==> config.mk <==
export PLATFORM = sky130hd
export DESIGN_NAME = stream_join
export DESIGN_NICKNAME = d
export VERILOG_FILES = /design/src/rtl/stream_join.sv
export SDC_FILE = /design/constraint.sdc
export NUM_CORES = 1
export LEC_CHECK = 0
export ABC_CLOCK_PERIOD_IN_PS = 2550
export CAP_MARGIN = 20
export CORE_AREA = 2 2 116 107
export CTS_CLUSTER_SIZE = 20
export DETAILED_ROUTE_END_ITERATION = 8
export DIE_AREA = 0 0 118 109
export PLACE_DENSITY = 0.65
export SLEW_MARGIN = 30
export SYNTH_ARGS = -nofsm -noshare
export SYNTH_HDL_FRONTEND = slang
export SYNTH_SLANG_ARGS = --single-unit
==> constraint.sdc <==
create_clock -name clk -period 2.55 [get_ports clk]
set_clock_uncertainty 0.15 [all_clocks]
set_input_delay 0.6375 -clock clk [delete_from_list [all_inputs] [get_ports clk]]
set_output_delay 0.6375 -clock clk [all_outputs]
set_load 0.005 [all_outputs]
==> src/rtl/stream_join.sv <==
// stream_join: two-channel synchronising join stage.
// Each input channel feeds its own FIFO; one output beat {ch1, ch0} is formed
// when both FIFOs hold a beat. The output is a registered EMPTY/HOLD stage
// with valid/ready backpressure. Pairing is strictly in arrival order.
// Optional feature macro: STREAM_JOIN_STAT_EN adds the 16-bit join_cnt
// handshake counter port.
module stream_join #(
    parameter int DW    = 11,
    parameter int DEPTH = 4
) (
    input  logic              clk,
    input  logic              rst,
    input  logic              src0_valid,
    output logic              src0_ready,
    input  logic [DW-1:0]     src0_data,
    input  logic              src1_valid,
    output logic              src1_ready,
    input  logic [DW-1:0]     src1_data,
    output logic              dst_valid,
    input  logic              dst_ready,
    output logic [2*DW-1:0]   dst_data
`ifdef STREAM_JOIN_STAT_EN
    ,
    output logic [15:0]       join_cnt
`endif
);

    localparam int AW = $clog2(DEPTH);
    localparam logic [AW:0] C_PTR_ONE = {{AW{1'b0}}, 1'b1};

    typedef enum logic {
        ST_EMPTY = 1'b0,
        ST_HOLD  = 1'b1
    } state_t;

    // Full when the index bits match but the wrap bits differ.
    function automatic logic fifo_full(input logic [AW:0] wptr, input logic [AW:0] rptr);
        return (wptr[AW-1:0] == rptr[AW-1:0]) && (wptr[AW] != rptr[AW]);
    endfunction

    // Empty when both pointers, including the wrap bit, are equal.
    function automatic logic fifo_empty(input logic [AW:0] wptr, input logic [AW:0] rptr);
        return (wptr == rptr);
    endfunction

    logic [DW-1:0]   r_mem0 [DEPTH];
    logic [DW-1:0]   r_mem1 [DEPTH];
    logic [AW:0]     r_wptr0;
    logic [AW:0]     r_rptr0;
    logic [AW:0]     r_wptr1;
    logic [AW:0]     r_rptr1;
    state_t          r_state;
    logic            r_dst_valid;
    logic [2*DW-1:0] r_dst_data;

    logic            w_full0;
    logic            w_full1;
    logic            w_empty0;
    logic            w_empty1;
    logic            w_push0;
    logic            w_push1;
    logic            w_fire;
    logic [DW-1:0]   w_head0;
    logic [DW-1:0]   w_head1;

    assign w_full0  = fifo_full(r_wptr0, r_rptr0);
    assign w_full1  = fifo_full(r_wptr1, r_rptr1);
    assign w_empty0 = fifo_empty(r_wptr0, r_rptr0);
    assign w_empty1 = fifo_empty(r_wptr1, r_rptr1);

    // Ready depends on FIFO occupancy only, never on valid or the other side.
    assign src0_ready = ~w_full0;
    assign src1_ready = ~w_full1;

    assign w_push0 = src0_valid & ~w_full0;
    assign w_push1 = src1_valid & ~w_full1;

    assign w_head0 = r_mem0[r_rptr0[AW-1:0]];
    assign w_head1 = r_mem1[r_rptr1[AW-1:0]];

    // A pair leaves both FIFOs together when the output slot is free or draining.
    assign w_fire = ~w_empty0 & ~w_empty1 & ((r_state == ST_EMPTY) | dst_ready);

    assign dst_valid = r_dst_valid;
    assign dst_data  = r_dst_data;

    // Channel 0 storage; payload needs no reset since pointers gate visibility.
    always_ff @(posedge clk) begin
        if (w_push0) begin
            r_mem0[r_wptr0[AW-1:0]] <= src0_data;
        end
    end

    // Channel 1 storage.
    always_ff @(posedge clk) begin
        if (w_push1) begin
            r_mem1[r_wptr1[AW-1:0]] <= src1_data;
        end
    end

    // Channel 0 pointers: write on accept, read on fire.
    always_ff @(posedge clk) begin
        if (!rst) begin
            r_wptr0 <= {(AW+1){1'b0}};
            r_rptr0 <= {(AW+1){1'b0}};
        end else begin
            if (w_push0) begin
                r_wptr0 <= r_wptr0 + C_PTR_ONE;
            end
            if (w_fire) begin
                r_rptr0 <= r_rptr0 + C_PTR_ONE;
            end
        end
    end

    // Channel 1 pointers: write on accept, read on fire.
    always_ff @(posedge clk) begin
        if (!rst) begin
            r_wptr1 <= {(AW+1){1'b0}};
            r_rptr1 <= {(AW+1){1'b0}};
        end else begin
            if (w_push1) begin
                r_wptr1 <= r_wptr1 + C_PTR_ONE;
            end
            if (w_fire) begin
                r_rptr1 <= r_rptr1 + C_PTR_ONE;
            end
        end
    end

    // Output register FSM: load a joined beat on fire, drop valid once taken.
    always_ff @(posedge clk) begin
        if (!rst) begin
            r_state     <= ST_EMPTY;
            r_dst_valid <= 1'b0;
            r_dst_data  <= {(2*DW){1'b0}};
        end else begin
            case (r_state)
                ST_EMPTY: begin
                    if (w_fire) begin
                        r_state     <= ST_HOLD;
                        r_dst_valid <= 1'b1;
                        r_dst_data  <= {w_head1, w_head0};
                    end
                end
                ST_HOLD: begin
                    if (w_fire) begin
                        r_state     <= ST_HOLD;
                        r_dst_valid <= 1'b1;
                        r_dst_data  <= {w_head1, w_head0};
                    end else if (dst_ready) begin
                        r_state     <= ST_EMPTY;
                        r_dst_valid <= 1'b0;
                    end
                end
                default: begin
                    r_state     <= ST_EMPTY;
                    r_dst_valid <= 1'b0;
                end
            endcase
        end
    end

`ifdef STREAM_JOIN_STAT_EN
    logic [15:0] r_join_cnt;

    // Count completed output handshakes, wrapping at 16 bits.
    always_ff @(posedge clk) begin
        if (!rst) begin
            r_join_cnt <= 16'h0000;
        end else if (r_dst_valid && dst_ready) begin
            r_join_cnt <= r_join_cnt + 16'h0001;
        end
    end

    assign join_cnt = r_join_cnt;
`endif

endmodule

[After elaboration in Yosys (flattened, before gate mapping)]
Memories as Yosys holds them, arrays and structs flattened. A register that Yosys moved wholly into a read port is not among the register bits.
Index checks and enable logic that the tools add are counted.
Storage, ports and cells
  flip-flop bits (word level): 14
  RAM bits: 88
  output and inout port bits: 25
  word-level logic and storage cells: 47
  memories: 2
Memories
  r_mem0: words 4, width 11, read ports 1, clocked after memory_dff 1, wr ports 1, line 46  | logic [DW-1:0] r_mem0 [DEPTH];
  r_mem1: words 4, width 11, read ports 1, clocked after memory_dff 1, wr ports 1, line 47  | logic [DW-1:0] r_mem1 [DEPTH];
Cells by class
  add/subtract/negate cells: 4
  equality and inequality tests: 8
  muxes and demuxes: 12
  bitwise gates (word level): 10
  reductions and logical operators: 5
Operators with widths (count)
  3-bit by 1-bit adder with 3-bit output (second input constant): 4
  1-bit 2-to-1 mux: 10
  3-bit == test: 2
  1-bit NOT: 5
  1-bit AND: 4
  2-bit == test: 2
  1-bit case mux with 2 select lines: 2
  3-bit by 2-bit != test with 1-bit output (second input constant): 1
  1-bit logical AND: 2
  1-bit zero test: 2
  1-bit != test: 2
  2-bit != test (second input constant): 1
  2-bit AND reduction: 1
  1-bit bitwise OR: 1

[Depth between registers and ports, before layout]
Gate-level depths: netlist of the first run.
  depth after elaboration: 6
  depth in mapped cells: 7
  gate-level depth less buffers: 4

[Least setup slack after synthesis of the first run]
No wires, ideal clock.
  kind: input-to-reg
  start: in rst
  end: reg r_dst_data[0] (netlist: dst_data[0])
  arrival: 1.625 ns
  path slack: 0.704 ns
  stages: 4
  cells stage by stage: clkbuf_8 > dlygate4sd3_1 > nand2_1 > mux2i_1
Between the ends
  word-level cells in the longest chain between the ends: 1
RTL lines
  start: declaration: line 12  | input logic rst,
  1-bit zero test (no source line)
  end signal: assignment: line 136  | r_dst_data <= {(2*DW){1'b0}};
  end signal: assignment: line 143  | r_dst_data <= {w_head1, w_head0};
  end signal: assignment: line 150  | r_dst_data <= {w_head1, w_head0};
  end: declaration: line 54  | logic [2*DW-1:0] r_dst_data;
No other way between the ends.
A chain may end at the register's enable or synchronous reset.

[Final worst setup path of the first run]
  start: reg r_rptr0[2]
  end: out src0_ready
Between the ends
  word-level cells in the longest chain between the ends: 3
RTL lines
  start: declaration: line 49  | logic [AW:0] r_rptr0;
  start signal: assignment: line 105  | r_rptr0 <= {(AW+1){1'b0}};
  start signal: assignment: line 111  | r_rptr0 <= r_rptr0 + C_PTR_ONE;
  1-bit != test: line 38  | return (wptr[AW-1:0] == rptr[AW-1:0]) && (wptr[AW] != rptr[AW]);
  1-bit logical AND: line 38
  1-bit NOT: line 72  | assign src0_ready = ~w_full0;
  end: declaration: line 14  | output logic src0_ready,
No other way between the ends.

==> reports/metrics.csv, run 1 <==
metric,value,unit
status,"complete, no violations",
comb_power_share,0.173,
setup_viol_count_final,0,
synth_top_family_by_area,multiplexers,
cp-end-kind,output pin,
synthAdderAreaFrac,0.0250,
period_share,0.964,
ir_drop,0.000507,V
fin_crit,2.46,ns
layout_commonest_cell,edfxtp_1,
cp.arrival,1.67,ns
finalNonFillerCells,545,
cp.required,1.76,ns
die_area,12900,µm²
hold_viol_final,0,
initial_utilization,0.427,
path_class,flop to output pin,
post-place-cells,513,
drc_errors,0,
slew_violations,0,
pwr_density_cell,960,nW/µm²
clk-insertion-delay-late,0.41,ns
netlist_area,5010,µm²
synth_mux_area_frac,0.157,
worst_pin_slew,0.449,ns
place_congestion,0.677,
fp.dieH,109,µm
vias_per_cell,4.84,
met3_usage,0.0429,
yosysSeqAreaShare,0.671,
cts_root_buf,clkbuf_16,
drive_gt1_frac,0.195,
ff2ff_setup_slack,0.69,ns
synth_edf_count,88,
final_cell_mix,"88 x edfxtp_1, 55 x nand2_1, 48 x clkdlybuf4s50_1",
maxCapViolations,0,
nets,409,
die_w,118,µm
grt-busiest-layer,met2,
syn_inst,303,
tns,0,ns
startpoint_type,flop,
grt_overflow_total,0,
synth-simple-area-share,0.0782,
synthFlopType,edfxtp_1,
grtUsageTotal,0.147,
grt_pass1_wl,14100,µm
rows,38,
htree_levels,4,
drt_iter0_drc,117,
hold_depth,2,
hold_buffers,0,
areaGrowthSynthToFinish,26.2,%
n_fill_cell,975,
ios,52,
coreArea,11700,µm²
met1_usage,0.192,
hold_path.class,flop to flop,
drt_pass1_iterations,4,
wl_per_cell,16.4,µm
ys.warnings.count,0,
rsz0062_at_grt,no,
dp_hpwl,5560,µm
syn_area_per_cell,16.5,µm²
grt_max_degree,38,
p_int,4.60,mW
clockBufferDepth,2,
cts_tree,done,
grt_pass1_vias,2801,
max_freq,0.407,GHz
r2r-start,r_rptr0[2]$_SDFFE_PN0P_,
clock_sink_count,124,
ff2ff_path_depth,5,
crit_start,r_rptr0[2]$_SDFFE_PN0P_,
cts_buffers,17,
power_frac_seq,0.405,
ys_types,34,
r2r-end,dst_valid$_SDFFE_PN0P_,
drt-total-wl,8920,µm
diodes,0,
endpoint,src0_ready,
p_sw_frac,0.243,
p_total,6.07,mW
worstPathMaxFanout,3,
clkSlewWorstSetupHoldPaths,0.06,ns
grt_antenna_before_repair,0,
clockPowerShare,0.422,
ys_async_sr_fraction,0,
synthXorXnorAreaFrac,0.0140,
gr-usage-met2,0.233,
synth_compound_area_frac,0.0165,
relSlewSlack,0.699,
ant_nets,0,
vias,2639,
ys_ff_latch,124,
p_switching,1.48,mW
io_buffers,51,
synth_nets,340,
leakage,2.20,nW
fin_hold_ws,0.306,ns
-- metal layers --
layer / vias up / wire [µm]
met1: 1297 / 4280
li1: 1276 / -
met4: 0 / 99
met2: 53 / 4240
met3: 13 / 297
met5: - / 0
-- power groups by stage --
stage               Clock, mW  Combinational, mW  Sequential (mW)
global route             2.70               1.14             2.48
global placement            0               1.04             2.49
detailed placement          0               1.06             2.50
floorplan                   0              0.704             2.49
CTS                      2.61               1.07             2.46
finish                   2.56               1.05             2.46
-- worst min path at each step --
stage	from	end	slack (ns)
after detailed placement	dst_data[6]$_SDFFE_PN0P_	dst_data[6]$_SDFFE_PN0P_	0.30
after CTS	dst_data[6]$_SDFFE_PN0P_	dst_data[6]$_SDFFE_PN0P_	0.31
after global placement	dst_data[6]$_SDFFE_PN0P_	dst_data[6]$_SDFFE_PN0P_	0.30
after floorplan	dst_data[0]$_SDFFE_PN0P_	dst_data[0]$_SDFFE_PN0P_	0.30
final	dst_data[6]$_SDFFE_PN0P_	dst_data[6]$_SDFFE_PN0P_	0.31
after global routing	dst_data[16]$_SDFFE_PN0P_	dst_data[16]$_SDFFE_PN0P_	0.33
-- sequential cells by signal, indices dropped and copies added, names as in the netlist --
name and flops:
r_wptr1 3, dst_valid 1, r_rptr0 3, r_state 1, r_mem1 44, dst_data 22, r_rptr1 3, r_wptr0 3
r_mem0 44
-- critical path, cell delays in order (launching register included) --
cell and delay, ns:
dfxtp_1 0.38, xnor2_1 0.12, or3_2 0.49, dlygate4sd2_1 0.28
-- through the flow --
stage                     setup slack, ns  utilization  instance area (µm²)
after global routing              0.00756        0.539                 6330
final                              0.0926        0.539                 6330
after global placement              0.305        0.484                 5680
after detailed placement            0.238        0.484                 5680
after floorplan                     0.704            -                 5010
after CTS                         0.00114        0.538                 6320
-- kinds of logic (layout without fill, tap and decap cells) --
kind of cell,Yosys count,count (layout)
muxes,50,50
and+or+nand+nor,81,81
DFF,124,124
AOI/OAI and AO/OA,10,10
xor gates and xnor gates,8,8
buffers and inverters,20,102
adders and majority gates,10,10
-- cell type report --
| class | count | area, µm² | share of cell area |
|---|---|---|---|
| multi-input combinational | 159 | 1460 | 0.231 |
| timing repair buffer | 66 | 644 | 0.102 |
| clock inverter | 15 | 213 | 0.0336 |
| tap | 160 | 200 | 0.0316 |
| inverter | 4 | 15.0 | 0.00237 |
| sequential | 124 | 3370 | 0.532 |
| clock buffer | 17 | 425 | 0.0672 |
-- what timing repair did --
action | CTS | global route
setup buffers | 0 | 0
gates resized for setup | 3 | 1
hold endpoints to repair | 0 | 0
setup endpoints to repair | 2 | 1
-- Yosys cell counts (2+ instances only) --
library cell / count / area, µm²
edfxtp_1: 88 / 2640
nand2_1: 55 / 206
dfxtp_1: 36 / 721
mux2i_1: 28 / 280
mux4_2: 19 / 428
and2_1: 10 / 62.6
ha_1: 10 / 125
dlygate4sd1_1: 5 / 43.8
buf_6: 4 / 45.0
inv_1: 4 / 15.0
nand2b_1: 4 / 25.0
xnor2_1: 4 / 35.0
xor2_1: 4 / 35.0
mux4_1: 3 / 78.8
buf_12: 2 / 40.0
buf_2: 2 / 10.0
clkbuf_8: 2 / 27.5
nand4b_1: 2 / 17.5
nor2b_1: 2 / 12.5
nor3b_2: 2 / 25.0
o21ai_0: 2 / 10.0
o311ai_0: 2 / 17.5
o41ai_1: 2 / 17.5
Power figures use the tool's default switching activity.
==> run 2, diff against run 1 <==
Settings changed: GPL_TIMING_DRIVEN set to 0, SLEW_MARGIN 30 to 20.
==> run 2 against run 1 <==
Net effect: die area did not move; non-clock buffer count rose by 1; power rose by 2.6%; clock-buffer cell count rose by 5; worst setup slack improved by 0.018 ns; utilization rose by 0.51 points; register-to-register slack got worse by 0.32 ns; worst hold slack got worse by 0.0016 ns; sequential cell count did not move; sequential power barely moved; global-route usage rose by 0.85 points; largest cell class unchanged; highest routed layer unchanged.
==> reports/metrics.csv, run 2 (synthesized netlist as in run 1, its figures left out) <==
metric,value,unit,change
p_total,6.23,mW,+2.6%
tns,0,ns,unchanged
power_frac_seq,0.395,,-0.010
drt_pass1_iterations,4,,unchanged
leakage,2.21,nW,+0.65%
cp.arrival,1.65,ns,-0.02 ns
path_delay_family,buffers and inverters,,
cp.required,1.76,ns,about the same
drive_gt1_frac,0.176,,-0.0186
r2r-start,r_rptr1[0]$_SDFFE_PN0P_,,
grt_pass1_vias,2740,,-2.2%
diodes,0,,unchanged
relSlewSlack,0.560,,-0.139
slew_violations,0,,unchanged
dp_hpwl,5870,µm,+5.6%
place_ws,-0.107,ns,-0.345 ns
grt_antenna_before_repair,0,,unchanged
cts_buffers,17,,unchanged
p_switching,1.41,mW,-4.5%
place_congestion,0.684,,+1.1%
clockPowerShare,0.429,,+0.007
drt_iter0_drc,188,,+61%
nets,410,,+0.24%
rows,38,,unchanged
fin_crit,2.44,ns,-0.0179 ns
endpoint,src1_ready,,
initial_utilization,0.427,,unchanged
htree_levels,4,,unchanged
post-place-cells,514,,+0.19%
crit_buf_inv,2,,+1
drt-total-wl,9210,µm,+3.2%
ant_nets,0,,unchanged
setup_viol_count_final,0,,unchanged
grt_max_degree,17,,-55%
cp-end-kind,output pin,,
hold_depth,2,,unchanged
hold_buffers,0,,unchanged
r2r-end,r_mem1[3][0]$_DFFE_PP_,,
crit_start,r_rptr1[0]$_SDFFE_PN0P_,,
finalNonFillerCells,546,,+0.18%
placed_cell_area,5720,µm²,+0.66%
cts_root_buf,clkbuf_16,,
path_class,flop to output pin,,
grt_overflow_total,0,,unchanged
hold_viol_final,0,,unchanged
layout_commonest_cell,edfxtp_1,,
crit_path_top_delay_cell,dfxtp_1,,
vias_per_cell,4.96,,+2.5%
ff2ff_setup_slack,0.37,ns,-0.32 ns
ff2ff_path_depth,4,,-1
slowest_delay,0.33,ns,-0.16 ns
ir_drop,0.000443,V,-13%
io_buffers,51,,unchanged
clk-insertion-delay-late,0.41,ns,about the same
coreArea,11700,µm²,unchanged
fin_hold_ws,0.305,ns,-0.00159 ns
drc_errors,0,,unchanged
worst_pin_slew,0.660,ns,+0.211 ns
grtUsageTotal,0.156,,+0.00850
fin_area,6390,µm²,+0.95%
ios,52,,unchanged
setup_slack,0.110,ns,+0.0179 ns
path_depth,4,,+1
fp.dieH,109,µm,unchanged
maxCapViolations,0,,unchanged
pwr_density_cell,975,nW/µm²,+1.6%
clkSlewWorstSetupHoldPaths,0.05,ns,about the same
grt_pass1_wl,14600,µm,+3.5%
path_cells,"buf_6, xor2_1, or3_1, dlygate4sd2_1",,
startpoint_type,flop,,
clockBufferDepth,2,,unchanged
clock_sink_count,124,,unchanged
max_freq,0.410,GHz,+0.73%
final_cell_mix,"88 x edfxtp_1, 55 x nand2_1, 49 x clkdlybuf4s50_1",,
vias,2709,,+2.7%
status,"complete, no violations",,
worstPathMaxFanout,5,,+2
cts_tree,done,,
die_w,118,µm,unchanged
hold_path.class,flop to flop,,
period_share,0.957,,-0.00700
die_area,12900,µm²,unchanged
final_util,0.544,,+0.00511
comb_power_share,0.176,,+0.003
areaGrowthSynthToFinish,27.4,%,
p_sw_frac,0.226,,-0.0168
p_int,4.82,mW,+4.9%
wl_per_cell,16.9,µm,+3.0%
rsz0062_at_grt,no,,
[run 2: cell types whose count changed in the layout (fill, tap and decap cells not counted), moves of 4 or more]
cell           before  now
buf_6               0    4
clkinv_4            6    0
buf_4              13    0
dlygate4sd1_1       0    5
inv_6               4    0
clkbuf_8            0    6
clkinvlp_4          0    4
[run 2: metal layers]
metal	vias to the layer above	global-route usage	part of all wire
met5	-	0	0
met4	0	0.0577	0.015
met3	12	0.0633	0.051
met2	65	0.239	0.46
met1	1355	0.201	0.47
li1	1277	-	-
[run 2: worst min-delay path by stage]
| stage | startpoint | slack, ns | to |
|---|---|---|---|
| global route | dst_data[5]$_SDFFE_PN0P_ | 0.32 | dst_data[5]$_SDFFE_PN0P_ |
| floorplan | dst_data[0]$_SDFFE_PN0P_ | 0.30 | dst_data[0]$_SDFFE_PN0P_ |
| global placement | dst_data[20]$_SDFFE_PN0P_ | 0.29 | dst_data[20]$_SDFFE_PN0P_ |
| CTS | dst_data[14]$_SDFFE_PN0P_ | 0.31 | dst_data[14]$_SDFFE_PN0P_ |
| finish | dst_data[14]$_SDFFE_PN0P_ | 0.30 | dst_data[14]$_SDFFE_PN0P_ |
| detailed placement | dst_data[14]$_SDFFE_PN0P_ | 0.30 | dst_data[14]$_SDFFE_PN0P_ |
[run 2: power groups by stage]
stage / clock, mW / sequential [mW] / combinational, mW
2_1_floorplan: 0 / 2.49 / 0.704
3_5_place_dp: 0 / 2.50 / 1.12
4_1_cts: 2.72 / 2.46 / 1.12
3_3_place_gp: 0 / 2.49 / 1.10
6_report: 2.67 / 2.46 / 1.10
5_1_grt: 2.81 / 2.48 / 1.20
[run 2: worst register-to-register path, stage by stage, from the launching register on]
cell,delay [ns]
dfxtp_1,0.36
buf_6,0.15
xor2_1,0.25
o31a_1,0.31
and2_1,0.60
[run 2: area by class of cell]
cell class | instances | area (µm²)
clock buffer | 22 | 484
inverter | 4 | 15.0
buffer | 16 | 176
timing repair buffer | 51 | 504
multi-input combinational | 159 | 1460
sequential | 124 | 3360
fill | 955 | 5360
tap | 160 | 200
clock inverter | 10 | 185
[run 2: what timing repair did]
| item | CTS | global route |
|---|---|---|
| endpoints found under the setup margin | 2 | 1 |
| resized for setup | 4 | 1 |
| buffers inserted | 0 | 0 |
